===== config.mk =====
export PLATFORM = sky130hd
export DESIGN_NAME = result_frame_tx
export DESIGN_NICKNAME = d
export VERILOG_FILES = /design/src/rtl/result_frame_tx.sv
export SDC_FILE = /design/constraint.sdc
export NUM_CORES = 1
export LEC_CHECK = 0
export CAP_MARGIN = 15
export CORE_MARGIN = 2
export CORE_UTILIZATION = 35
export DETAILED_ROUTE_END_ITERATION = 10
export GPL_ROUTABILITY_DRIVEN = 0
export PLACE_DENSITY = 0.5
export SLEW_MARGIN = 30
export SYNTH_ARGS = -nofsm -noshare
export SYNTH_HDL_FRONTEND = slang
export SYNTH_SLANG_ARGS = --single-unit

===== constraint.sdc =====
create_clock -name clk_in -period 5.1 [get_ports clk_in]
set_input_delay 1.02 -clock clk_in [delete_from_list [all_inputs] [get_ports clk_in]]
set_output_delay 1.02 -clock clk_in [all_outputs]
set_load 0.02 [all_outputs]

===== src/rtl/result_frame_tx.sv =====
// Collects up to k search results per query, times the query, and sends them to the host as one
// framed word stream: sync, header, data, cycle count, checksum.
module result_frame_tx #(
    parameter int unsigned K_MAX     = 16,
    parameter logic [31:0] SYNC_WORD = 32'hFFFF_FFFF
) (
    input  logic        clk_in,
    input  logic        rst_in,
    input  logic        start_in,
    input  logic [15:0] k_in,
    input  logic [31:0] result_in,
    input  logic        result_valid_in,
    input  logic        done_in,
    output logic [31:0] tx_data_out,
    output logic        tx_valid_out,
    input  logic        tx_ready_in,
    output logic        busy_out,
    output logic        overflow_out
);

    localparam int unsigned CW = $clog2(K_MAX + 1);
    localparam int unsigned IW = (K_MAX > 1) ? $clog2(K_MAX) : 1;

    typedef enum logic [2:0] {
        StIdle, StCollect, StSync, StHdr, StData, StCyc, StSum
    } state_e;

    state_e         state_q, state_d;
    logic [CW-1:0]  count_q, count_d;
    logic [CW-1:0]  idx_q, idx_d, idx_nxt;
    logic [15:0]    k_eff_q, k_eff_d, k_eff_in, count16;
    logic [31:0]    cyc_q, cyc_d, cyc_inc;
    logic [31:0]    chk_q, chk_d, header;
    logic           ovf_q, ovf_d;
    logic [31:0]    tx_data_q, tx_data_d;
    logic           tx_valid_q, tx_valid_d;
    logic [31:0]    res_buf_q [K_MAX];
    logic           buf_we, hs, term;

    assign k_eff_in = (k_in > 16'(K_MAX)) ? 16'(K_MAX) : k_in;
    assign count16  = 16'(count_q);
    assign header   = {count16, k_eff_q};
    assign cyc_inc  = (cyc_q == 32'hFFFF_FFFF) ? cyc_q : cyc_q + 32'd1;
    assign hs       = tx_valid_q && tx_ready_in;

    always_comb begin
        state_d    = state_q;
        count_d    = count_q;
        idx_d      = idx_q;
        idx_nxt    = idx_q + 1'b1;
        k_eff_d    = k_eff_q;
        cyc_d      = cyc_q;
        chk_d      = chk_q;
        ovf_d      = ovf_q;
        tx_data_d  = tx_data_q;
        tx_valid_d = tx_valid_q;
        buf_we     = 1'b0;
        term       = 1'b0;
        if (start_in && (state_q == StIdle || state_q == StCollect)) begin
            // Restart from COLLECT behaves exactly like a fresh start; a same-cycle result is lost
            state_d = StCollect;
            count_d = '0;
            k_eff_d = k_eff_in;
            cyc_d   = '0;
            chk_d   = '0;
            ovf_d   = 1'b0;
        end else begin
            unique case (state_q)
                StIdle: ;
                StCollect: begin
                    cyc_d = cyc_inc;
                    if (result_valid_in) begin
                        if (count16 < k_eff_q) begin
                            buf_we  = 1'b1;
                            count_d = count_q + 1'b1;
                            chk_d   = chk_q ^ result_in;
                            if (count16 + 16'd1 == k_eff_q) term = 1'b1;
                        end else begin
                            ovf_d = 1'b1;
                        end
                    end
                    if (done_in || k_eff_q == 16'd0) term = 1'b1;
                    if (term) begin
                        state_d    = StSync;
                        tx_valid_d = 1'b1;
                        tx_data_d  = SYNC_WORD;
                    end
                end
                StSync: if (hs) begin
                    state_d   = StHdr;
                    tx_data_d = header;
                end
                StHdr: if (hs) begin
                    if (count_q == '0) begin
                        state_d   = StCyc;
                        tx_data_d = cyc_q;
                    end else begin
                        state_d   = StData;
                        idx_d     = '0;
                        tx_data_d = res_buf_q[0];
                    end
                end
                StData: if (hs) begin
                    if (idx_nxt == count_q) begin
                        state_d   = StCyc;
                        tx_data_d = cyc_q;
                    end else begin
                        idx_d     = idx_nxt;
                        tx_data_d = res_buf_q[idx_nxt[IW-1:0]];
                    end
                end
                StCyc: if (hs) begin
                    state_d   = StSum;
                    tx_data_d = header ^ chk_q ^ cyc_q;
                end
                StSum: if (hs) begin
                    state_d    = StIdle;
                    tx_valid_d = 1'b0;
                    tx_data_d  = '0;
                end
                default: state_d = StIdle;
            endcase
        end
    end

    always_ff @(posedge clk_in) begin
        if (!rst_in) begin
            state_q    <= StIdle;
            count_q    <= '0;
            idx_q      <= '0;
            k_eff_q    <= '0;
            cyc_q      <= '0;
            chk_q      <= '0;
            ovf_q      <= 1'b0;
            tx_data_q  <= '0;
            tx_valid_q <= 1'b0;
            for (int i = 0; i < int'(K_MAX); i++) res_buf_q[i] <= '0;
        end else begin
            state_q    <= state_d;
            count_q    <= count_d;
            idx_q      <= idx_d;
            k_eff_q    <= k_eff_d;
            cyc_q      <= cyc_d;
            chk_q      <= chk_d;
            ovf_q      <= ovf_d;
            tx_data_q  <= tx_data_d;
            tx_valid_q <= tx_valid_d;
            if (buf_we) res_buf_q[count_q[IW-1:0]] <= result_in;
        end
    end

    assign tx_data_out  = tx_data_q;
    assign tx_valid_out = tx_valid_q;
    assign busy_out     = (state_q != StIdle);
    assign overflow_out = ovf_q;

endmodule


==> results of run 1 <==
-- sequential cells by signal, summed over array words and instances (netlist names) --
name	flops
res_buf_q	512
idx_q	5
tx_data_out	32
tx_valid_out	1
count_q	5
state_q	3
chk_q	32
cyc_q	32
overflow_out	1
k_eff_q	16
-- power by group through the flow --
| stage | registers (mW) | clock network, mW | logic (mW) |
|---|---|---|---|
| final | 5.88 | 4.94 | 0.639 |
| after global routing | 5.89 | 5.25 | 0.679 |
| after CTS | 5.88 | 5.04 | 0.646 |
| after detailed placement | 5.99 | 0 | 0.643 |
| after global placement | 5.98 | 0 | 0.640 |
| after floorplan | 5.98 | 0 | 0.291 |
-- logic make-up after synthesis --
group / after synthesis / share of synthesized area
multiplexers: 172 / 0.122
AO/OA/AOI/OAI: 201 / 0.0495
adder cells (fa/ha/maj): 14 / 0.00575
flip-flops: 639 / 0.588
AND/OR/NAND/NOR: 904 / 0.172
buffers and inverters: 216 / 0.0303
XOR/XNOR: 113 / 0.0325
-- final timing paths --
check,startpoint,to,slack [ns],depth (start not counted)
max reg2reg,state_q[2],res_buf_q[7][21],1.23,8
max,state_q[2],res_buf_q[7][21],1.23,8
min reg2reg,tx_data_out[24],tx_data_out[24],0.47,2
min,tx_data_out[24],tx_data_out[24],0.47,2
-- per-layer routing --
metal	GRT usage	share of wire
met4	0.0502	0.020
met3	0.0310	0.056
met1	0.285	0.47
met5	0	0
met2	0.305	0.46
-- cells in the mapped netlist, drive strengths merged, types with 7 or more instances --
library cell	number	area share
nand3	66	0.011
o21ai	47	0.0077
inv	16	0.0020
nand2b	17	0.0035
a22oi	32	0.0095
nor3	40	0.0079
nor4b	7	0.0020
or3	10	0.0021
mux2i	12	0.0039
a221oi	22	0.0063
nand4	19	0.0045
o211ai	9	0.0024
xor2	67	0.019
mux4	160	0.12
edfxtp	512	0.50
a2bb2oi	20	0.0057
a21oi	25	0.0042
and2	517	0.11
xnor2	46	0.013
dfxtp	127	0.083
and3	26	0.0053
clkbuf	133	0.016
buf	66	0.012
nand2	79	0.0097
ha	14	0.0057
nor4	10	0.0028
nor2	90	0.011
-- area by class of cell --
| type | count | area [um2] | share of cell area |
|---|---|---|---|
| well taps | 1155 | 1450 | 0.0414 |
| inverters | 17 | 63.8 | 0.00183 |
| repair buffers | 152 | 1430 | 0.0409 |
| flip-flops and latches | 639 | 17900 | 0.513 |
| clock inverters | 32 | 258 | 0.00739 |
| multi-input cells | 1404 | 11800 | 0.339 |
| clock buffers | 94 | 1940 | 0.0556 |
| diodes | 1 | 2.50 | 0.0000717 |
-- through the flow --
stage / hold WS [ns] / setup slack (ns) / total power, mW
after floorplan: 0.434 / 0.473 / 6.28
after global placement: 0.460 / 0.988 / 6.62
after detailed placement: 0.460 / 0.984 / 6.63
after CTS: 0.471 / 1.27 / 11.6
after global routing: 0.493 / 0.950 / 11.8
final: 0.466 / 1.23 / 11.4
-- worst max-delay path, delay by kind of cell, from the launching register on --
| kind | cells | cell delay, ns |
|---|---|---|
| simple gates | 5 | 2.00 |
| flops | 1 | 0.72 |
| buf+inv | 2 | 0.55 |
| fa+ha+maj | 1 | 0.26 |
-- cell usage in the layout, fill, tap and decap left out, types with 13 or more instances in the layout --
| cell type | count |
|---|---|
| and3_1 | 26 |
| a2bb2oi_1 | 20 |
| a22oi_1 | 22 |
| buf_4 | 59 |
| nand3_1 | 65 |
| xnor2_1 | 46 |
| dfxtp_1 | 126 |
| mux4_2 | 160 |
| a221oi_1 | 22 |
| a21oi_1 | 24 |
| clkbuf_16 | 73 |
| inv_1 | 16 |
| clkdlybuf4s50_1 | 87 |
| nor2_1 | 83 |
| and2_1 | 515 |
| nand2_1 | 78 |
| ha_1 | 13 |
| nor3_1 | 28 |
| clkinv_1 | 14 |
| o21ai_0 | 41 |
| xor2_1 | 65 |
| nand4_1 | 16 |
| edfxtp_1 | 512 |
| clkbuf_1 | 17 |
==> impl_metrics.env, run 1 <==
export IMPL_finalClockSkew_ns=0.0212
export IMPL_synth_seq_cells=639
export IMPL_grt_max_degree=78
export IMPL_clk_pin_slew_worst_paths_ns=0.06
export IMPL_worstSetupPathType="flop to flop"
export IMPL_comb_power_share=0.056
export IMPL_core_area_mm2=0.0865
export IMPL_crit_path_cell_trace="inv_1 > ha_1 > nand2_1 > and2_1 > nand4_2 > nor3_4 > nand2b_2 > buf_4"
export IMPL_rsz0062_at_grt="false"
export IMPL_synthToLayoutAreaGrowth_pct=14.5
export IMPL_start_util=0.352
export IMPL_fillers=7978
export IMPL_maxSlewHeadroom=0.324
export IMPL_cp_slowest_stage_delay_ns=0.72
export IMPL_cts_resized=0
export IMPL_max_freq_mhz=259
export IMPL_ys_flop_type="edfxtp_1"
export IMPL_finalCritPeriodShare=0.758
export IMPL_clk_latency_ns=0.62
export IMPL_setup_viol=0
export IMPL_drv_slew=0
export IMPL_synth_edff_count=512
export IMPL_nets=2355
export IMPL_grt_pass1_vias=18600
export IMPL_rows=108
export IMPL_synth_nets=2327
export IMPL_grt_ovfl_total=0
export IMPL_io_pins=89
export IMPL_critPathCaptureType="flop"
export IMPL_routed_wl_um=87700
export IMPL_h_tree_depth=3
export IMPL_synth_warnings=0
export IMPL_netSwitchingFraction=0.230
export IMPL_dp_cells=3367
export IMPL_min_period_ns=3.87
export IMPL_worstMarginPinSlew_ns=1.01
export IMPL_synth_cell_types=79
export IMPL_cap_violations=0
export IMPL_die_area_mm2=0.0895
export IMPL_via_per_inst=5.34
export IMPL_holdBufCountCts=0
export IMPL_cts_made_buffers=73
export IMPL_worstSetupStartpointType="flop"
export IMPL_dpl_hpwl_um=57800
export IMPL_cp_max_fo=19
export IMPL_place_area_mm2=0.0327
export IMPL_power_internal_mw=8.81
export IMPL_p_sw_mw=2.64
export IMPL_setup_tns_ns=0
export IMPL_wl_per_cell_um=25.1
export IMPL_power_frac_clock=0.431
export IMPL_syn_area_per_cell_um2=13.5
export IMPL_critPathRequiredTime_ns=5.40
export IMPL_drtIter0Drc=1698
export IMPL_dr_pass1_iters=5
export IMPL_grt_pass1_wl_um=129000
export IMPL_numClockSinks=639
export IMPL_drive_gt1_frac=0.166
export IMPL_hp_class="flop to flop"
export IMPL_clock_path_buffers=3
export IMPL_pwr_share_seq=0.513
export IMPL_netlist_area_mm2=0.0305
export IMPL_netlist_instances=2259
export IMPL_crit_slowest_cell="dfxtp_1"
export IMPL_synthArstFlopShare=0
export IMPL_grt_antenna_before_repair=7
export IMPL_crit_arrival_ns=4.17
export IMPL_dieWidth_um=299
export IMPL_p_leak_nw=12.1
export IMPL_pwr_density_cell_mw_per_mm2=328
export IMPL_ys_seq_area_frac=0.588
export IMPL_die_h_um=299
export IMPL_post_cts_buffers=0
export IMPL_vias=18700
export IMPL_grt_util_all_layers=0.195
export IMPL_ant_nets=0
export IMPL_post_route_util=0.404
export IMPL_final_area_mm2=0.0349
export IMPL_cts_root_buf="clkbuf_16"
export IMPL_post_route_drc_count=0
export IMPL_io_buffers=88
export IMPL_max_vdd_ir_drop_v=0.000217
export IMPL_outcome="finished, final reports clean"
export IMPL_final_cell_count_no_fill=3494
export IMPL_cts_tree="built"
export IMPL_hold_viol_final=0
(Power assumes the default switching activity.)
==> run 2: changes to the inputs <==
==> constraint.sdc (replaced) <==
create_clock -name clk_in -period 3.6 [get_ports clk_in]
set_input_delay 0.72 -clock clk_in [delete_from_list [all_inputs] [get_ports clk_in]]
set_output_delay 0.72 -clock clk_in [all_outputs]
set_load 0.02 [all_outputs]
==> run 2 against run 1 <==
First-iteration DRC count shrank 4.5%; cell area up 0.87%; routed wire length hardly changed; setup slack got worse by 0.68 ns; sequential share of layout area shrank 0.45 points; core utilization up 0.35 points; global-route usage about the same; total power grew 42%; critical path type unchanged; largest cell class unchanged.
==> impl_metrics.env, run 2 (synthesis results as in run 1) <==
export IMPL_outcome="finished, final reports clean"
export IMPL_via_per_inst=5.34
export IMPL_regArea_mm2=0.0179
export IMPL_grtUsageMet3=0.0275
export IMPL_max_freq_mhz=328
export IMPL_vias=18800
export IMPL_cp_max_fo=33
export IMPL_critPathRequiredTime_ns=4.07
export IMPL_clk_latency_ns=0.61
export IMPL_drive_gt1_frac=0.171
export IMPL_pwr_density_cell_mw_per_mm2=460
export IMPL_die_area_mm2=0.0895
export IMPL_place_area_mm2=0.0330
export IMPL_grt_ovfl_total=0
export IMPL_die_h_um=299
export IMPL_post_cts_buffers=0
export IMPL_hold_viol_final=0
export IMPL_worstSetupPathType="flop to flop"
export IMPL_synthToLayoutAreaGrowth_pct=15.5
export IMPL_clock_path_buffers=3
export IMPL_max_vdd_ir_drop_v=0.000376
export IMPL_io_buffers=88
export IMPL_cts_tree="built"
export IMPL_cap_violations=0
export IMPL_clk_pin_slew_worst_paths_ns=0.06
export IMPL_min_period_ns=3.05
export IMPL_setup_viol=0
export IMPL_pwr_share_seq=0.513
export IMPL_comb_power_share=0.058
export IMPL_core_area_mm2=0.0865
export IMPL_final_area_mm2=0.0352
export IMPL_ant_nets=0
export IMPL_start_util=0.352
export IMPL_dieWidth_um=299
export IMPL_cts_made_buffers=73
export IMPL_netSwitchingFraction=0.227
export IMPL_p_sw_mw=3.68
export IMPL_cts_root_buf="clkbuf_16"
export IMPL_wl_per_cell_um=24.9
export IMPL_numClockSinks=639
export IMPL_worstSetupStartpointType="flop"
export IMPL_p_leak_nw=12.2
export IMPL_worstMarginPinSlew_ns=0.960
export IMPL_power_frac_clock=0.429
export IMPL_grt_util_all_layers=0.195
export IMPL_final_common_cell="and2_1"
export IMPL_power_internal_mw=12.5
export IMPL_maxSlewHeadroom=0.358
export IMPL_largest_reg_flops=512
export IMPL_h_tree_depth=3
export IMPL_dr_pass1_iters=5
export IMPL_crit_arrival_ns=3.52
export IMPL_holdBufCountCts=0
export IMPL_rsz0062_at_grt="false"
export IMPL_post_route_util=0.407
export IMPL_drtIter0Drc=1622
export IMPL_final_cell_mix="and2_1 (515), edfxtp_1 (512), mux4_2 (160), dfxtp_1 (126), clkdlybuf4s50_1 (87)"
export IMPL_cts_resized=0
export IMPL_nets=2372
export IMPL_grt_use_met2=0.300
export IMPL_drv_slew=0
export IMPL_io_pins=89
export IMPL_top_usage_layer="met2"
export IMPL_routed_wl_um=87600
export IMPL_finalClockSkew_ns=0.0237
export IMPL_rows=108
export IMPL_r2r_setup_slack_ns=0.55
export IMPL_grt_max_degree=67
export IMPL_globalRouteMet1Util=0.287
export IMPL_dpl_hpwl_um=57800
export IMPL_setup_tns_ns=0
export IMPL_grt_pass1_vias=18800
export IMPL_top_register="res_buf_q"
export IMPL_finalCritPeriodShare=0.847
export IMPL_critPathCaptureType="flop"
export IMPL_post_route_drc_count=0
export IMPL_grt_antenna_before_repair=8
export IMPL_grt_pass1_wl_um=130000
export IMPL_hp_class="flop to flop"
export IMPL_fillers=7982
export IMPL_multi_input_area_mm2=0.0119
[run 2: cell count changes in the layout (fill, tap and decap cells not counted), sizes merged]
cell and delta:
bufinv -1, inv -1, clkinv +1, buf +17
clkbuf +9, clkinvlp -2
[run 2: worst paths after layout]
kind,from,to,cells after the start
max,k_eff_q[0],res_buf_q[15][9],7
min,tx_data_out[27],tx_data_out[27],2
max reg2reg,k_eff_q[0],res_buf_q[15][9],7
min reg2reg,tx_data_out[27],tx_data_out[27],2
[run 2: worst max-delay path, stage by stage, from the launching register on]
cell and delay (ns):
dfxtp_1 0.54, ha_1 0.24, nor2b_1 0.05, o2111ai_1 0.25, a311o_2 0.38, nand4_2 0.37, nor2_4 0.82, and2_1 0.24
[run 2: area by class of cell]
type | instances | share of cell area
diodes | 1 | 0.0000711
clock buffers | 103 | 0.0573
clock inverters | 29 | 0.00494
inverters | 17 | 0.00181
multi-input cells | 1404 | 0.337
flip-flops and latches | 639 | 0.509
well taps | 1155 | 0.0410
repair buffers | 169 | 0.0488
[run 2: per-layer routing]
metal | vias up | routed length [um]
met4 | 0 | 2120
met3 | 116 | 4580
met1 | 9738 | 41000
met5 | - | 0
li1 | 8405 | -
met2 | 532 | 39900
[run 2: per-stage QoR]
step           std cells  setup slack (ns)  hold WS (ns)  power, mW
2_1_floorplan       2259            0.0539         0.434       8.89
3_3_place_gp        3383             0.291         0.464       9.40
3_5_place_dp        3383             0.316         0.465       9.41
4_1_cts             3515             0.576         0.477       16.4
5_1_grt             3516             0.403         0.490       16.7
6_report            3517             0.551         0.474       16.2
[run 2: power by group through the flow]
stage / Combinational, mW / Clock [mW] / Sequential (mW)
floorplan: 0.414 / 0 / 8.47
global placement: 0.937 / 0 / 8.46
detailed placement: 0.941 / 0 / 8.47
CTS: 0.945 / 7.13 / 8.32
global route: 0.995 / 7.40 / 8.33
finish: 0.935 / 6.96 / 8.31
==> run 3: changes to the inputs <==
--- a/config.mk
+++ b/config.mk
@@ -10,7 +10,7 @@
 export CORE_UTILIZATION = 35
 export DETAILED_ROUTE_END_ITERATION = 10
 export GPL_ROUTABILITY_DRIVEN = 0
-export PLACE_DENSITY = 0.5
+export PLACE_DENSITY = 0.52
 export SLEW_MARGIN = 30
 export SYNTH_ARGS = -nofsm -noshare
 export SYNTH_HDL_FRONTEND = slang
==> constraint.sdc (replaced) <==
create_clock -name clk_in -period 2.7 [get_ports clk_in]
set_input_delay 0.54 -clock clk_in [delete_from_list [all_inputs] [get_ports clk_in]]
set_output_delay 0.54 -clock clk_in [all_outputs]
set_load 0.02 [all_outputs]
==> run 3 against run 2 <==
Cell count rose by 3.4%; via count is 3.3% higher; count of clock-buffer cells in the layout fell by 16; global-route usage up 0.69 points; sequential share of layout area shrank 2.2 points; flip-flop and latch count is the same; die area is the same; sequential power grew 34%; worst hold slack improved by 0.0074 ns; first-iteration DRC count grew 13%; setup slack lost 0.50 ns.
==> impl_metrics.env, run 3 (synthesis results as in run 1) <==
export IMPL_outcome="finished, final reports clean"
export IMPL_synthToLayoutAreaGrowth_pct=20.8
export IMPL_io_buffers=88
export IMPL_dpl_hpwl_um=61300
export IMPL_r2r_setup_slack_ns=0.05
export IMPL_final_common_cell="and2_1"
export IMPL_min_period_ns=2.65
export IMPL_clk_pin_slew_worst_paths_ns=0.06
export IMPL_holdBufCountCts=0
export IMPL_core_area_mm2=0.0865
export IMPL_top_layer="met4"
export IMPL_wl_met2_um=42800
export IMPL_worstMarginPinSlew_ns=0.927
export IMPL_drive_gt1_frac=0.219
export IMPL_wl_per_cell_um=25.0
export IMPL_p_leak_nw=13.1
export IMPL_finalClockSkew_ns=0.0243
export IMPL_rsz0062_at_grt="true"
export IMPL_largest_reg_flops=512
export IMPL_dieWidth_um=299
export IMPL_start_util=0.352
export IMPL_crit_arrival_ns=2.95
export IMPL_pwr_density_cell_mw_per_mm2=608
export IMPL_cp_slowest_stage_delay_ns=0.36
export IMPL_multi_input_area_mm2=0.0120
export IMPL_worstSetupPathType="flop to flop"
export IMPL_routed_wl_um=90900
export IMPL_cts_tree="built"
export IMPL_nets=2490
export IMPL_grt_pass1_vias=19600
export IMPL_maxSlewHeadroom=0.381
export IMPL_die_area_mm2=0.0895
export IMPL_rows=108
export IMPL_ant_nets=0
export IMPL_critPathRequiredTime_ns=3.00
export IMPL_hold_viol_final=0
export IMPL_setup_viol=0
export IMPL_crit_slowest_cell="a311o_2"
export IMPL_fillers=7923
export IMPL_io_pins=89
export IMPL_grt_pass1_wl_um=134000
export IMPL_clk_latency_ns=0.61
export IMPL_numClockSinks=639
export IMPL_hp_class="flop to flop"
export IMPL_grt_antenna_before_repair=2
export IMPL_drv_slew=0
export IMPL_via_per_inst=5.34
export IMPL_cts_root_buf="clkbuf_16"
export IMPL_crit_path_cell_trace="inv_1 > ha_1 > nor2b_1 > o2111ai_2 > a311o_2 > buf_6 > nand4_4 > nor3_4 > nand2b_4 > buf_12"
export IMPL_place_area_mm2=0.0343
export IMPL_wl_met1_um=41000
export IMPL_cap_violations=0
export IMPL_grt_util_all_layers=0.202
export IMPL_final_cell_mix="and2_1 (515), edfxtp_1 (512), mux4_2 (160), buf_4 (140), dfxtp_1 (124)"
export IMPL_wl_met3_um=5200
export IMPL_h_tree_depth=3
export IMPL_path_buf_inv=3
export IMPL_critPathCaptureType="flop"
export IMPL_worstSetupStartpointType="flop"
export IMPL_cts_made_buffers=73
export IMPL_die_h_um=299
export IMPL_dr_pass1_iters=5
export IMPL_max_freq_mhz=378
export IMPL_finalCritPeriodShare=0.980
export IMPL_vias=19400
export IMPL_grt_ovfl_total=0
export IMPL_power_mw=22.4
export IMPL_cp_max_fo=13
export IMPL_clock_path_buffers=3
export IMPL_setup_tns_ns=0
export IMPL_drtIter0Drc=1838
export IMPL_max_vdd_ir_drop_v=0.000404
export IMPL_grt_max_degree=59
export IMPL_regArea_mm2=0.0179
export IMPL_final_area_mm2=0.0368
export IMPL_crit_family="simple AND/OR/NAND/NOR gates"
export IMPL_top_register="res_buf_q"
export IMPL_post_route_drc_count=0
[run 3: changes by cell type in the layout (fill, tap and decap cells not counted), sizes merged]
cell	before	now
buf	82	198
clkbuf	103	89
bufinv	1	8
clkinv	26	32
clkinvlp	1	2
diode	1	2
inv	18	19
[run 3: path summary, 6_finish.rpt]
kind / startpoint / end / cells past startpoint
worst min-delay path: tx_data_out[30] / tx_data_out[30] / 2
worst max register to register: k_eff_q[1] / res_buf_q[5][25] / 10
worst max-delay path: k_eff_q[1] / res_buf_q[5][25] / 10
worst min register to register: tx_data_out[30] / tx_data_out[30] / 2
[run 3: layout make-up]
type	count	share of cell area
diodes	2	0.000136
clock inverters	44	0.0118
well taps	1155	0.0392
clock buffers	87	0.0521
inverters	17	0.00173
repair buffers	287	0.0839
flip-flops and latches	639	0.487
multi-input cells	1404	0.325
[run 3: power breakdown]
| part | total, mW | leakage [nW] | internal [mW] | switching (mW) |
|---|---|---|---|---|
| logic | 1.38 | 5.63 | 0.563 | 0.814 |
| registers | 11.1 | 6.32 | 10.9 | 0.157 |
| clock network | 9.91 | 1.16 | 5.85 | 4.07 |
[run 3: stage by stage]
step                       util  setup slack, ns  cells  hold slack (ns)
after floorplan               -          -0.0244   2259            0.434
after global placement    0.396           -0.270   3489            0.469
after detailed placement  0.396           -0.255   3489            0.473
after CTS                 0.424           0.0126   3620            0.483
after global routing      0.426          -0.0363   3634            0.504
final                     0.426           0.0527   3635            0.482
[run 3: timing repair]
item | 4_1_cts | 5_1_grt
buffers inserted | 0 | 11
setup endpoints to repair | 94 | 403
pin swaps | 0 | 7
cloned | 0 | 2
resized for setup | 3 | 11
[run 3: layer usage]
layer	GRT usage	vias to the layer above
met3	0.0309	98
met5	0	-
li1	-	8637
met2	0.320	568
met1	0.291	10100
met4	0.0526	0
[run 3: worst register-to-register path, cell delays in order, from the launching register on]
cell and delay (ns):
dfxtp_2 0.32, inv_1 0.06, ha_1 0.26, nor2b_1 0.14
o2111ai_2 0.20, a311o_2 0.36, buf_6 0.14, nand4_4 0.17
nor3_4 0.27, nand2b_4 0.25, buf_12 0.18
